$ cat src/rtl/alu_pkg.sv
// Purpose: shared ALU constants for the pipelined add/sub path (opcode encoding, default sizes).
// Latency: n/a (package only).
// Backpressure: n/a (package only).
package alu_pkg;

  // addsubin encoding
  localparam logic OP_ADD = 1'b0;
  localparam logic OP_SUB = 1'b1;

  // Default operand width and bits handled per pipeline stage
  localparam int DEFAULT_WIDTH = 32;
  localparam int DEFAULT_CHUNK = 16;

endpackage

$ cat src/rtl/addsub_chunk_stage.sv
// Purpose: one CHUNK-bit ripple slice of the pipelined adder; registers sum, carry and valid.
// Latency: 1 cycle.
// Backpressure: holds all registers while advance is low (global stall driven by the top).
//
// Ports:
//   clk, rst      clock and synchronous active-high reset
//   advance       pipeline shift enable shared by every stage
//   op_vld        valid bit travelling with this slice's operands
//   a, b, cin     slice operands (b already conditionally inverted) and carry in
//   sum, cout     registered slice sum and carry out
//   sum_vld       registered valid bit
module addsub_chunk_stage
  import alu_pkg::*;
#(
  parameter int CHUNK = DEFAULT_CHUNK
) (
  input  logic             clk,
  input  logic             rst,
  input  logic             advance,
  input  logic             op_vld,
  input  logic [CHUNK-1:0] a,
  input  logic [CHUNK-1:0] b,
  input  logic             cin,
  output logic [CHUNK-1:0] sum,
  output logic             cout,
  output logic             sum_vld
);

  logic [CHUNK:0] total;

  assign total = {1'b0, a} + {1'b0, b} + {{CHUNK{1'b0}}, cin};

  always_ff @(posedge clk) begin
    if (rst) begin
      sum     <= '0;
      cout    <= 1'b0;
      sum_vld <= 1'b0;
    end else if (advance) begin
      sum     <= total[CHUNK-1:0];
      cout    <= total[CHUNK];
      sum_vld <= op_vld;
    end
  end

endmodule

$ cat src/rtl/pipelined_addsub.sv
// Purpose: pipelined two's-complement add/sub split into WIDTH/CHUNK registered ripple stages.
// Latency: STAGES = WIDTH/CHUNK cycles from accept to out_valid.
// Backpressure: global stall; every stage holds while out_valid && !out_ready, in_ready follows.
//
// Ports:
//   clk, rst                      clock and synchronous active-high reset
//   in_valid, in_ready            operand handshake (in_ready is combinational)
//   input1, input2, addsubin      operand A, operand B, 0 = A+B / 1 = A-B
//   out_valid, out_ready          result handshake
//   out, carry_out, overflow, zero  result and flags (carry_out = no-borrow on subtract)
//
// Build option: define ADDSUB_SATURATE_EN to clamp signed overflow to the
// most positive / most negative value instead of wrapping.
module pipelined_addsub
  import alu_pkg::*;
#(
  parameter int WIDTH = DEFAULT_WIDTH,
  parameter int CHUNK = DEFAULT_CHUNK
) (
  input  logic             clk,
  input  logic             rst,
  input  logic             in_valid,
  output logic             in_ready,
  input  logic [WIDTH-1:0] input1,
  input  logic [WIDTH-1:0] input2,
  input  logic             addsubin,
  output logic             out_valid,
  input  logic             out_ready,
  output logic [WIDTH-1:0] out,
  output logic             carry_out,
  output logic             overflow,
  output logic             zero
);

  // WIDTH must be a multiple of CHUNK.
  localparam int STAGES = WIDTH / CHUNK;

  logic             advance;
  logic [WIDTH-1:0] b_eff;
  logic [WIDTH-1:0] raw;
  logic             sign_a;
  logic             sign_b;
  logic             ovf;

  // Per-stage operands (after skew), chain inputs and registered outputs
  logic [CHUNK-1:0] a_op      [STAGES];
  logic [CHUNK-1:0] b_op      [STAGES];
  logic             cin_chain [STAGES];
  logic             vld_chain [STAGES];
  logic [CHUNK-1:0] st_sum    [STAGES];
  logic             st_cy     [STAGES];
  logic             st_vld    [STAGES];
  logic [CHUNK-1:0] res_chunk [STAGES];

  assign advance  = !out_valid || out_ready;
  assign in_ready = advance;

  // Subtraction is A + ~B + 1; the +1 enters as stage 0 carry in.
  assign b_eff = (addsubin == OP_SUB) ? ~input2 : input2;

  for (genvar j = 0; j < STAGES; j++) begin : g_stage

    if (j == 0) begin : g_direct
      assign a_op[j]      = input1[CHUNK-1:0];
      assign b_op[j]      = b_eff[CHUNK-1:0];
      assign cin_chain[j] = addsubin;
      assign vld_chain[j] = in_valid;
    end else begin : g_skew
      // Chunk j waits j cycles so it meets the carry coming out of stage j-1.
      logic [CHUNK-1:0] a_sk [j];
      logic [CHUNK-1:0] b_sk [j];

      always_ff @(posedge clk) begin
        if (rst) begin
          for (int d = 0; d < j; d++) begin
            a_sk[d] <= '0;
            b_sk[d] <= '0;
          end
        end else if (advance) begin
          a_sk[0] <= input1[j*CHUNK +: CHUNK];
          b_sk[0] <= b_eff[j*CHUNK +: CHUNK];
          for (int d = 1; d < j; d++) begin
            a_sk[d] <= a_sk[d-1];
            b_sk[d] <= b_sk[d-1];
          end
        end
      end

      assign a_op[j]      = a_sk[j-1];
      assign b_op[j]      = b_sk[j-1];
      assign cin_chain[j] = st_cy[j-1];
      assign vld_chain[j] = st_vld[j-1];
    end

    addsub_chunk_stage #(
      .CHUNK (CHUNK)
    ) u_stage (
      .clk     (clk),
      .rst     (rst),
      .advance (advance),
      .op_vld  (vld_chain[j]),
      .a       (a_op[j]),
      .b       (b_op[j]),
      .cin     (cin_chain[j]),
      .sum     (st_sum[j]),
      .cout    (st_cy[j]),
      .sum_vld (st_vld[j])
    );

    if (j == STAGES - 1) begin : g_top
      assign res_chunk[j] = st_sum[j];
    end else begin : g_align
      // Lower chunks finish early; delay them until the top chunk lands.
      localparam int D = STAGES - 1 - j;
      logic [CHUNK-1:0] r_dl [D];

      always_ff @(posedge clk) begin
        if (rst) begin
          for (int d = 0; d < D; d++) begin
            r_dl[d] <= '0;
          end
        end else if (advance) begin
          r_dl[0] <= st_sum[j];
          for (int d = 1; d < D; d++) begin
            r_dl[d] <= r_dl[d-1];
          end
        end
      end

      assign res_chunk[j] = r_dl[D-1];
    end

    assign raw[j*CHUNK +: CHUNK] = res_chunk[j];
  end

  // Operand sign bits captured alongside the top chunk for the overflow flag.
  always_ff @(posedge clk) begin
    if (rst) begin
      sign_a <= 1'b0;
      sign_b <= 1'b0;
    end else if (advance) begin
      sign_a <= a_op[STAGES-1][CHUNK-1];
      sign_b <= b_op[STAGES-1][CHUNK-1];
    end
  end

  assign ovf = (sign_a == sign_b) && (raw[WIDTH-1] != sign_a);

`ifdef ADDSUB_SATURATE_EN
  // Positive overflow only happens with A >= 0, negative only with A < 0.
  assign out = ovf ? {sign_a, {(WIDTH-1){!sign_a}}} : raw;
`else
  assign out = raw;
`endif

  assign out_valid = st_vld[STAGES-1];
  assign carry_out = st_cy[STAGES-1];
  assign overflow  = ovf;
  // Gated by valid so the flag reads 0 after reset rather than "result is 0".
  assign zero      = out_valid && (out == '0);

endmodule

$ cat config.mk
export PLATFORM = sky130hd
export DESIGN_NAME = pipelined_addsub
export DESIGN_NICKNAME = d
export VERILOG_FILES = /design/src/rtl/alu_pkg.sv /design/src/rtl/addsub_chunk_stage.sv /design/src/rtl/pipelined_addsub.sv
export SDC_FILE = /design/constraint.sdc
export NUM_CORES = 1
export LEC_CHECK = 0
export CORE_ASPECT_RATIO = 1.1
export CORE_UTILIZATION = 45
export CTS_CLUSTER_DIAMETER = 100
export CTS_CLUSTER_SIZE = 8
export DETAILED_ROUTE_END_ITERATION = 10
export PLACE_DENSITY = 0.8
export SETUP_SLACK_MARGIN = 0.4
export SLEW_MARGIN = 20
export SYNTH_ARGS = -nofsm -noshare
export SYNTH_HDL_FRONTEND = slang
export SYNTH_SLANG_ARGS = --single-unit
export TNS_END_PERCENT = 50
$ cat constraint.sdc
create_clock -name clk -period 2.86 [get_ports clk]
set_input_delay 0.572 -clock clk [delete_from_list [all_inputs] [get_ports clk]]
set_output_delay 0.572 -clock clk [all_outputs]
set_load 0.005 [all_outputs]
After elaboration in Yosys (flattened, before gate mapping)
Memories as Yosys holds them, arrays and structs flattened.
Index checks and enable logic that the tools add are counted.
- $add $sub $neg: 4
- equal/unequal tests: 2
- muxes and demuxes: 12
- bitwise logic cells: 1
- reduce and logical (&&, ||, !) cells: 8
- operators by type and width (kind ; number):
    two-way mux 16 bit ; 3
    OR reduction 16 bit ; 3
    adder 16 x 16 -> 17 bit ; 2
    adder 17 x 1 -> 17 bit ; 2
    zero test 32 bit ; 1
    two-way mux 32 bit ; 1
    inverter 32 bit ; 1
    two-way mux 1 bit ; 8
    logical AND 1 bit ; 2
    equality test 1 bit ; 1
    zero test 1 bit ; 1
    logical OR 1 bit ; 1
    inequality test 1 bit ; 1
- bits in registers: 38
- bits in writable memories: 48
- bits of input ports: 69
- output and inout port bits: 37
- word-level logic and storage cells: 38
- memories: 3
- memories (name ; words ; width ; rd ports ; clocked after Yosys merged registers in ; write ports ; line ; RTL):
    g_stage[0].g_align.r_dl ; 1 ; 16 ; 1 ; 0 ; 1 ; pipelined_addsub.sv:115 ; logic [CHUNK-1:0] r_dl [D];
    g_stage[1].g_skew.a_sk ; 1 ; 16 ; 1 ; 0 ; 1 ; pipelined_addsub.sv:70 ; logic [CHUNK-1:0] a_sk [j];
    g_stage[1].g_skew.b_sk ; 1 ; 16 ; 1 ; 0 ; 1 ; pipelined_addsub.sv:71 ; logic [CHUNK-1:0] b_sk [j];

Logic depth before layout (Yosys ltp)
Gate-level depths: netlist of the first run.
- depth in word-level cells: 7
- depth in mapped cells: 11
- depth with buffers taken out: 9

Modules after synthesis
From an unflattened synthesis of the first run, not the netlist that was laid out.
- cell total of the unflattened synthesis: 507
- area total of the unflattened synthesis: 5188.7 um^2
- modules (own cells, without submodules) (module ; times used ; cells an instance ; area an instance (um^2) ; seq. area each (um^2)):
    pipelined_addsub ; 1 ; 164 ; 2260.9 ; 1481.4
    addsub_chunk_stage at g_stage[1].u_stage ; 1 ; 170 ; 1475.2 ; 360.3
    addsub_chunk_stage at g_stage[0].u_stage ; 1 ; 173 ; 1452.6 ; 360.3

Worst setup path after synthesis of the first run
No wires, ideal clock.
- path kind: input-to-reg
- start: in addsubin
- end: reg g_stage[0].u_stage.sum[12]
- library setup time: 0.063 ns
- arrival: 2.904 ns
- data required time: 2.797 ns
- setup slack: -0.107 ns
- stages on the path: 10
- buffers on the path: 2
- cell sequence: clkbuf_1 -> buf_1 -> xor2_1 -> ha_1 -> nor2b_1 -> o21ai_1 -> o21ai_1 -> a311oi_1 -> or4b_1 -> nand3_1
- word-level cells in the longest chain between the ends: 3
- ends and longest elaborated chain (element ; line ; RTL):
    start: declaration ; pipelined_addsub.sv:26 ; input logic addsubin,
    two-way mux 32 bit ; pipelined_addsub.sv:59 ; assign b_eff = (addsubin == OP_SUB) ? ~input2 : input2;
    adder 16 x 16 -> 17 bit ; addsub_chunk_stage.sv:31 ; assign total = {1'b0, a} + {1'b0, b} + {{CHUNK{1'b0}}, cin};
    adder 17 x 1 -> 17 bit * ; addsub_chunk_stage.sv:31 ;
    end signal: assignment ; addsub_chunk_stage.sv:39 ; sum <= total[CHUNK-1:0];
    end: declaration ; addsub_chunk_stage.sv:24 ; output logic [CHUNK-1:0] sum,
Every way passes the cells marked *; elsewhere a longest branch is shown, timed or not.
A chain may end at the register's enable or synchronous reset.

Worst setup path after layout of the first run
- start: mem g_stage[1].g_skew.b_sk[0][0] (netlist bit)
- end: reg g_stage[1].u_stage.sum[14]
- word-level cells in the longest chain between the ends: 3
- ends and longest elaborated chain (element ; line):
    start: declaration ; pipelined_addsub.sv:71
    memory read (1 x 16 bit) ; --
    adder 16 x 16 -> 17 bit ; addsub_chunk_stage.sv:31
    adder 17 x 1 -> 17 bit ; addsub_chunk_stage.sv:31
    end signal: assignment ; addsub_chunk_stage.sv:39
    end: declaration ; addsub_chunk_stage.sv:24
No other way between the ends.

==> results of run 1 <==
==> metrics by stage <==
| stage | setup TNS (ns) | setup WS [ns] | std cells | total power [W] | hold slack, ns |
|---|---|---|---|---|---|
| 6_report | 0 | 0.269 | 771 | 0.00374 | 0.455 |
| 5_1_grt | 0 | 0.227 | 771 | 0.00392 | 0.482 |
| 2_1_floorplan | 0 | 0.375 | 506 | 0.00211 | 0.417 |
| 3_5_place_dp | -0.506 | -0.182 | 744 | 0.00252 | 0.446 |
| 3_3_place_gp | -0.0728 | -0.0566 | 744 | 0.00249 | 0.434 |
| 4_1_cts | 0 | 0.299 | 767 | 0.00371 | 0.461 |
==> layer usage <==
layer	vias to the layer above	wire, um	part of all wire
li1	2055	-	-
met1	2000	5000	0.41
met2	186	5990	0.49
met3	27	832	0.069
met4	0	301	0.025
met5	-	0	0
==> cells by family after synthesis <==
| group | synth area share |
|---|---|
| AO/OA/AOI/OAI | 0.147 |
| XOR/XNOR | 0.0786 |
| adder cells (fa/ha/maj) | 0.0888 |
| buffers and inverters | 0.0306 |
| flip-flops | 0.449 |
| multiplexers | 0.00613 |
| AND/OR/NAND/NOR | 0.200 |
==> critical path, stage by stage (launching register included) <==
cell and delay, ns:
edfxtp_1 0.40, fa_2 0.40, fa_2 0.40, a21oi_4 0.16
o21ai_2 0.08, and3_4 0.20, o21a_1 0.19, or4_1 0.41
a32o_1 0.25
==> final cells by class <==
type                       instances  area (um^2)  share of cell area
timing repair buffer             133         1260               0.188
clock inverter                     5         57.6             0.00861
sequential                        86         2200               0.330
multi-input combinational        380         2690               0.403
tap                              143          179              0.0268
inverter                          13         48.8             0.00730
clock buffer                      11          243              0.0363
==> registers in the layout, summed over array words and instances (netlist names) <==
signal,flops
g_stage.g_skew.b_sk,16
g_stage.u_stage.sum_vld,2
g_stage.g_skew.a_sk,16
sign_a,1
sign_b,1
g_stage.u_stage.sum,32
g_stage.g_align.r_dl,16
g_stage.u_stage.cout,2
==> power breakdown <==
part,internal [W],leakage [nW],switching (W)
Sequential,0.00146,0.874,0.0000978
Clock,0.000700,0.140,0.000462
Combinational,0.000533,1.71,0.000485
Total,0.00269,2.72,0.00104
==> placed cells by master (no fill, tap or decap), drive strengths merged, types with 3 or more instances in the layout <==
| cell | Yosys | routed |
|---|---|---|
| dfxtp | 38 | 38 |
| a211oi | 7 | 7 |
| nor3 | 9 | 9 |
| or3 | 4 | 4 |
| nand4 | 7 | 7 |
| clkbuf | 22 | 12 |
| fa | 3 | 3 |
| buf | 5 | 28 |
| inv | 13 | 14 |
| xor2 | 21 | 21 |
| o211ai | 4 | 4 |
| and2 | 33 | 33 |
| o31ai | 3 | 3 |
| o21ai | 12 | 12 |
| nand3b | 3 | 3 |
| o21bai | 3 | 3 |
| and4 | 4 | 4 |
| nor4 | 8 | 8 |
| nor2 | 40 | 40 |
| nor2b | 4 | 4 |
| dlygate4sd2 | 0 | 3 |
| xnor2 | 23 | 23 |
| nor4b | 3 | 3 |
| nand3 | 13 | 13 |
| a21oi | 40 | 40 |
| mux2i | 3 | 3 |
| clkdlybuf4s50 | 0 | 100 |
| and3 | 3 | 3 |
| a31oi | 5 | 5 |
| nand2 | 53 | 53 |
| a21o | 9 | 9 |
| a2111oi | 3 | 3 |
| o21a | 5 | 5 |
| ha | 30 | 30 |
| edfxtp | 48 | 48 |
==> worst min path at each step <==
stage                                             from                                       to  slack [ns]  cells after the start
5_1_grt        g_stage[0].u_stage.sum_vld$_SDFFE_PP0P_  g_stage[0].u_stage.sum_vld$_SDFFE_PP0P_        0.48                      2
6_report       g_stage[0].u_stage.sum[15]$_SDFFE_PP0P_  g_stage[0].u_stage.sum[15]$_SDFFE_PP0P_        0.46                      2
3_5_place_dp   g_stage[0].u_stage.sum[15]$_SDFFE_PP0P_  g_stage[0].u_stage.sum[15]$_SDFFE_PP0P_        0.45                      2
4_1_cts        g_stage[0].u_stage.sum[15]$_SDFFE_PP0P_  g_stage[0].u_stage.sum[15]$_SDFFE_PP0P_        0.46                      2
2_1_floorplan  g_stage[0].u_stage.sum[11]$_SDFFE_PP0P_  g_stage[0].u_stage.sum[11]$_SDFFE_PP0P_        0.42                      2
3_3_place_gp   g_stage[0].u_stage.sum[11]$_SDFFE_PP0P_  g_stage[0].u_stage.sum[11]$_SDFFE_PP0P_        0.43                      2
==> what timing repair did <==
action	4_1_cts	5_1_grt
setup buffers	7	4
endpoints found under the setup margin	8	13
gates resized for setup	14	15
pin swaps	12	13
==> impl_metrics.toml, run 1 <==
[synthesis]
post-synth-top-count-cell = "nand2_1"
async_reset_ff_frac = 0
ys_warn_count = 0
synth.distinct_cells = 56
synth_area_um2 = 4900
syn_avg_cell_area_um2 = 9.69
postSynthCellCount = 506
synth_fp_nets = 608
synth_edf_count = 48
synth_top_area_share = 0.294
synth_common_cells = "nand2_1, edfxtp_1, nor2_1"
synth_largest_area_cell = "edfxtp_1"
netlist_top_cells_area = "edfxtp_1, dfxtp_1, ha_1"
ys_ff_latch = 86
ys.flop_type = "edfxtp_1"
yosysSeqAreaShare = 0.449

[final_layout]
utilization = 0.637
nFillCells = 847
area_delta_synth_final_pct = 36.4
design_area_um2 = 6680
nets = 725
diodes = 0
drive_above_1_share = 0.118

[floorplanning]
core_area_um2 = 10500
die_w_um = 102
io_pins = 106
rows = 39
die-area_um2 = 11300
die_h_um = 111
start_util = 0.467

[critical_path]
worst-r2r-cell-count = 8
worstReg2RegEnd = "g_stage[1].u_stage.sum[14]$_SDFFE_PP0P_"
critPathArrivalTime_ns = 2.82
crit_path_start_kind = "flop"
crit_start = "g_stage[1].g_skew.b_sk[0][0]$_SDFFCE_PN0P_"
endpoint_kind = "flop"
path_max_fanout = 4
worst_r2r_startpoint = "g_stage[1].g_skew.b_sk[0][0]$_SDFFCE_PN0P_"
r2r_setup_slack_ns = 0.27
required_ns = 3.09
critPathCapture = "g_stage[1].u_stage.sum[14]$_SDFFE_PP0P_"
critical_path_class = "flop to flop"

[route]
post_drt_via_cell_ratio = 5.54
dr.first_iter.drc_count = 353
dr_total_vias = 4268
drt_wl_total_um = 12100
drc = 0
routedWlPerCell_um = 15.7
drt_pass1_iterations = 5
drt.antenna.violating_nets = 0

[clocking]
clk_pin_slew_ns = 0.06
clock-sinks = 86
cts-buffers-inserted = 9
clk_latency_ns = 0.34
clock_path_buffers = 2
cts-htree-levels = 3
cts_tree = "done"
cts_root_buffer = "clkbuf_16"
ctsHoldBuffers = 0

[placed_design]
io_buffers = 105
placed_cell_area_um2 = 6190
routabilityCongestion = 0.884
dp_hpwl_um = 8960

[timing]
fin_skew_ns = 0.00481
worst_slew_pin_slew_ns = 0.594
fin_crit_ns = 2.59
grt_setup_unrepaired = "true"
setup-violations-final = 0
timing.fmax_ghz = 0.386
slew_headroom = 0.604
post-route-period-util = 0.906
hold_violations = 0
finalMaxSlewViolations = 0

[global_routing]
grt_util_met3 = 0.0414
grt_pass1_vias = 3983
gr-usage-met1 = 0.284
grt_max_degree = 49
grt.busiest_layer = "met2"
use_met2 = 0.364
grt_pass1_wl_um = 19400
antenna_found_initial = 0
grt_remaining_overflow = 0
grt.total_usage = 0.220

[power]
power_leakage_nw = 2.72
vdd_drop_max_mv = 0.282
p_per_area_nw_per_um2 = 559

[status]
status = "completed"

[min_path]
hp-class = "flop to flop"

[flow_run]
maxCapViolCount = 0
Power figures use the tool's default switching activity.
==> run 2: changes to the inputs <==
CORE_UTILIZATION = 46   (was 45)
PLACE_DENSITY = 0.81   (was 0.8)
==> run 2 against run 1 <==
Non-clock buffer count is the same. Largest cell class unchanged. Wire length fell by 0.54%. Fmax increased by 0.98%. Core utilization grew 0.44 points. Clock power decreased by 9%. Count of clock-buffer cells in the layout down 1. Worst hold slack got worse by 0.00073 ns. Cell count did not move. Total power decreased by 2.8%. Setup slack gained 0.025 ns.
==> impl_metrics.toml, run 2 (same netlist as run 1, synthesis figures left out) <==
[status]
status = "completed"

[timing]
grt_setup_unrepaired = "true"
worst_slew_pin_slew_ns = 0.488
fin_skew_ns = 0.00942
timing.fmax_ghz = 0.390
post-route-period-util = 0.897
fin_crit_ns = 2.57
slew_headroom = 0.674
hold_violations = 0
finalMaxSlewViolations = 0
setup-violations-final = 0

[clocking]
cts-htree-levels = 3
clock-sinks = 86
clk_pin_slew_ns = 0.06
clk_latency_ns = 0.34
cts_tree = "done"
ctsHoldBuffers = 0
clock_path_buffers = 2
cts_root_buffer = "clkbuf_16"
cts-buffers-inserted = 9

[critical_path]
critPathArrivalTime_ns = 2.80
worst_r2r_startpoint = "g_stage[1].g_skew.a_sk[0][0]$_SDFFCE_PN0P_"
critical_path_class = "flop to flop"
endpoint_kind = "flop"
required_ns = 3.09
path_max_fanout = 4
r2r_setup_slack_ns = 0.29
critical-path-slowest-cell = "edfxtp_1"
crit_start = "g_stage[1].g_skew.a_sk[0][0]$_SDFFCE_PN0P_"
crit_path_start_kind = "flop"
path_cells = "fa_2 -> fa_2 -> a21oi_4 -> o21ai_2 -> and3_4 -> o21a_1 -> or4_1 -> a32o_1"
path_buf_inv = 0
worst_path_largest_cell_delay_ns = 0.40
critical_path.top_delay_family = "adder cells"
cp_common_cell = "fa_2"

[power]
p_per_area_nw_per_um2 = 545
power_leakage_nw = 2.73
vdd_drop_max_mv = 0.323

[floorplanning]
rows = 39
start_util = 0.472
core_area_um2 = 10400
io_pins = 106
die_w_um = 100
die-area_um2 = 11100
die_h_um = 110

[global_routing]
grt_pass1_vias = 3782
grt_remaining_overflow = 0
grt.total_usage = 0.214
antenna_found_initial = 0
grt_max_degree = 49
grt_pass1_wl_um = 18000

[final_layout]
layout_common_cells = "clkdlybuf4s50_1, nand2_1, edfxtp_1"
area_delta_synth_final_pct = 36.0
layout_commonest_cell = "clkdlybuf4s50_1"
nets = 725
multiInputGateArea_um2 = 2700
nFillCells = 826
largest_reg_flops = 32
instances_no_fill = 771
utilization = 0.642
diodes = 0
regArea_um2 = 2200
largest-register = "g_stage.u_stage.sum"
drive_above_1_share = 0.116

[placed_design]
io_buffers = 105
routabilityCongestion = 0.922
dp_hpwl_um = 8790
placed_cells = 746

[route]
drt_pass1_iterations = 5
dr.first_iter.drc_count = 286
drc = 0
post_drt_via_cell_ratio = 5.35
drt.antenna.violating_nets = 0
drt_wl_total_um = 12100
dr_total_vias = 4122
routedWlPerCell_um = 15.6

[flow_run]
maxCapViolCount = 0

[min_path]
hp-class = "flop to flop"
min_from = "g_stage[0].u_stage.sum[3]$_SDFFE_PP0P_"
-- run 2: worst paths after layout --
path	to	cells past startpoint
worst max-delay path	g_stage[1].u_stage.sum[14]$_SDFFE_PP0P_	8
worst min-delay path	g_stage[0].u_stage.sum[3]$_SDFFE_PP0P_	2
worst max register to register	g_stage[1].u_stage.sum[14]$_SDFFE_PP0P_	8
worst min register to register	g_stage[0].u_stage.sum[3]$_SDFFE_PP0P_	2
-- run 2: timing repair --
| item | in CTS | in global routing |
|---|---|---|
| gates resized for setup | 13 | 14 |
| gates cloned | 0 | 0 |
| buffers inserted | 8 | 1 |
| setup endpoints to repair | 10 | 12 |
| pin swaps | 11 | 5 |
-- run 2: cell type report --
cell class | instances | share of cell area
Sequential cell | 86 | 0.330
Clock inverter | 6 | 0.00563
Tap cell | 143 | 0.0268
Timing Repair Buffer | 133 | 0.190
Inverter | 13 | 0.00732
Clock buffer | 10 | 0.0343
Multi-Input combinational cell | 380 | 0.405
-- run 2: tightest hold or removal path, cell delays in order, from the launching register on --
cell     delay [ns]
dfxtp_1        0.31
nand2_1        0.05
a21oi_1        0.05
-- run 2: stage by stage --
stage	worst slack [ns]	hold WS, ns	power [W]	setup TNS, ns	instance area, um^2
3_5_place_dp	-0.0898	0.445	0.00252	-0.200	6210
3_3_place_gp	0.0361	0.437	0.00249	0	6210
6_report	0.295	0.455	0.00363	0	6670
4_1_cts	0.311	0.451	0.00359	0	6590
2_1_floorplan	0.375	0.417	0.00211	0	4960
5_1_grt	0.246	0.463	0.00379	0	6670
-- run 2: where the power goes --
part | internal (W) | switching, W
logic | 0.000529 | 0.000483
registers | 0.00146 | 0.000100
clock network | 0.000585 | 0.000474
-- run 2: per-layer routing --
layer,share of wire,GRT usage
met1,0.42,0.264
met2,0.50,0.371
met3,0.057,0.0404
met4,0.025,0.0828
met5,0,0
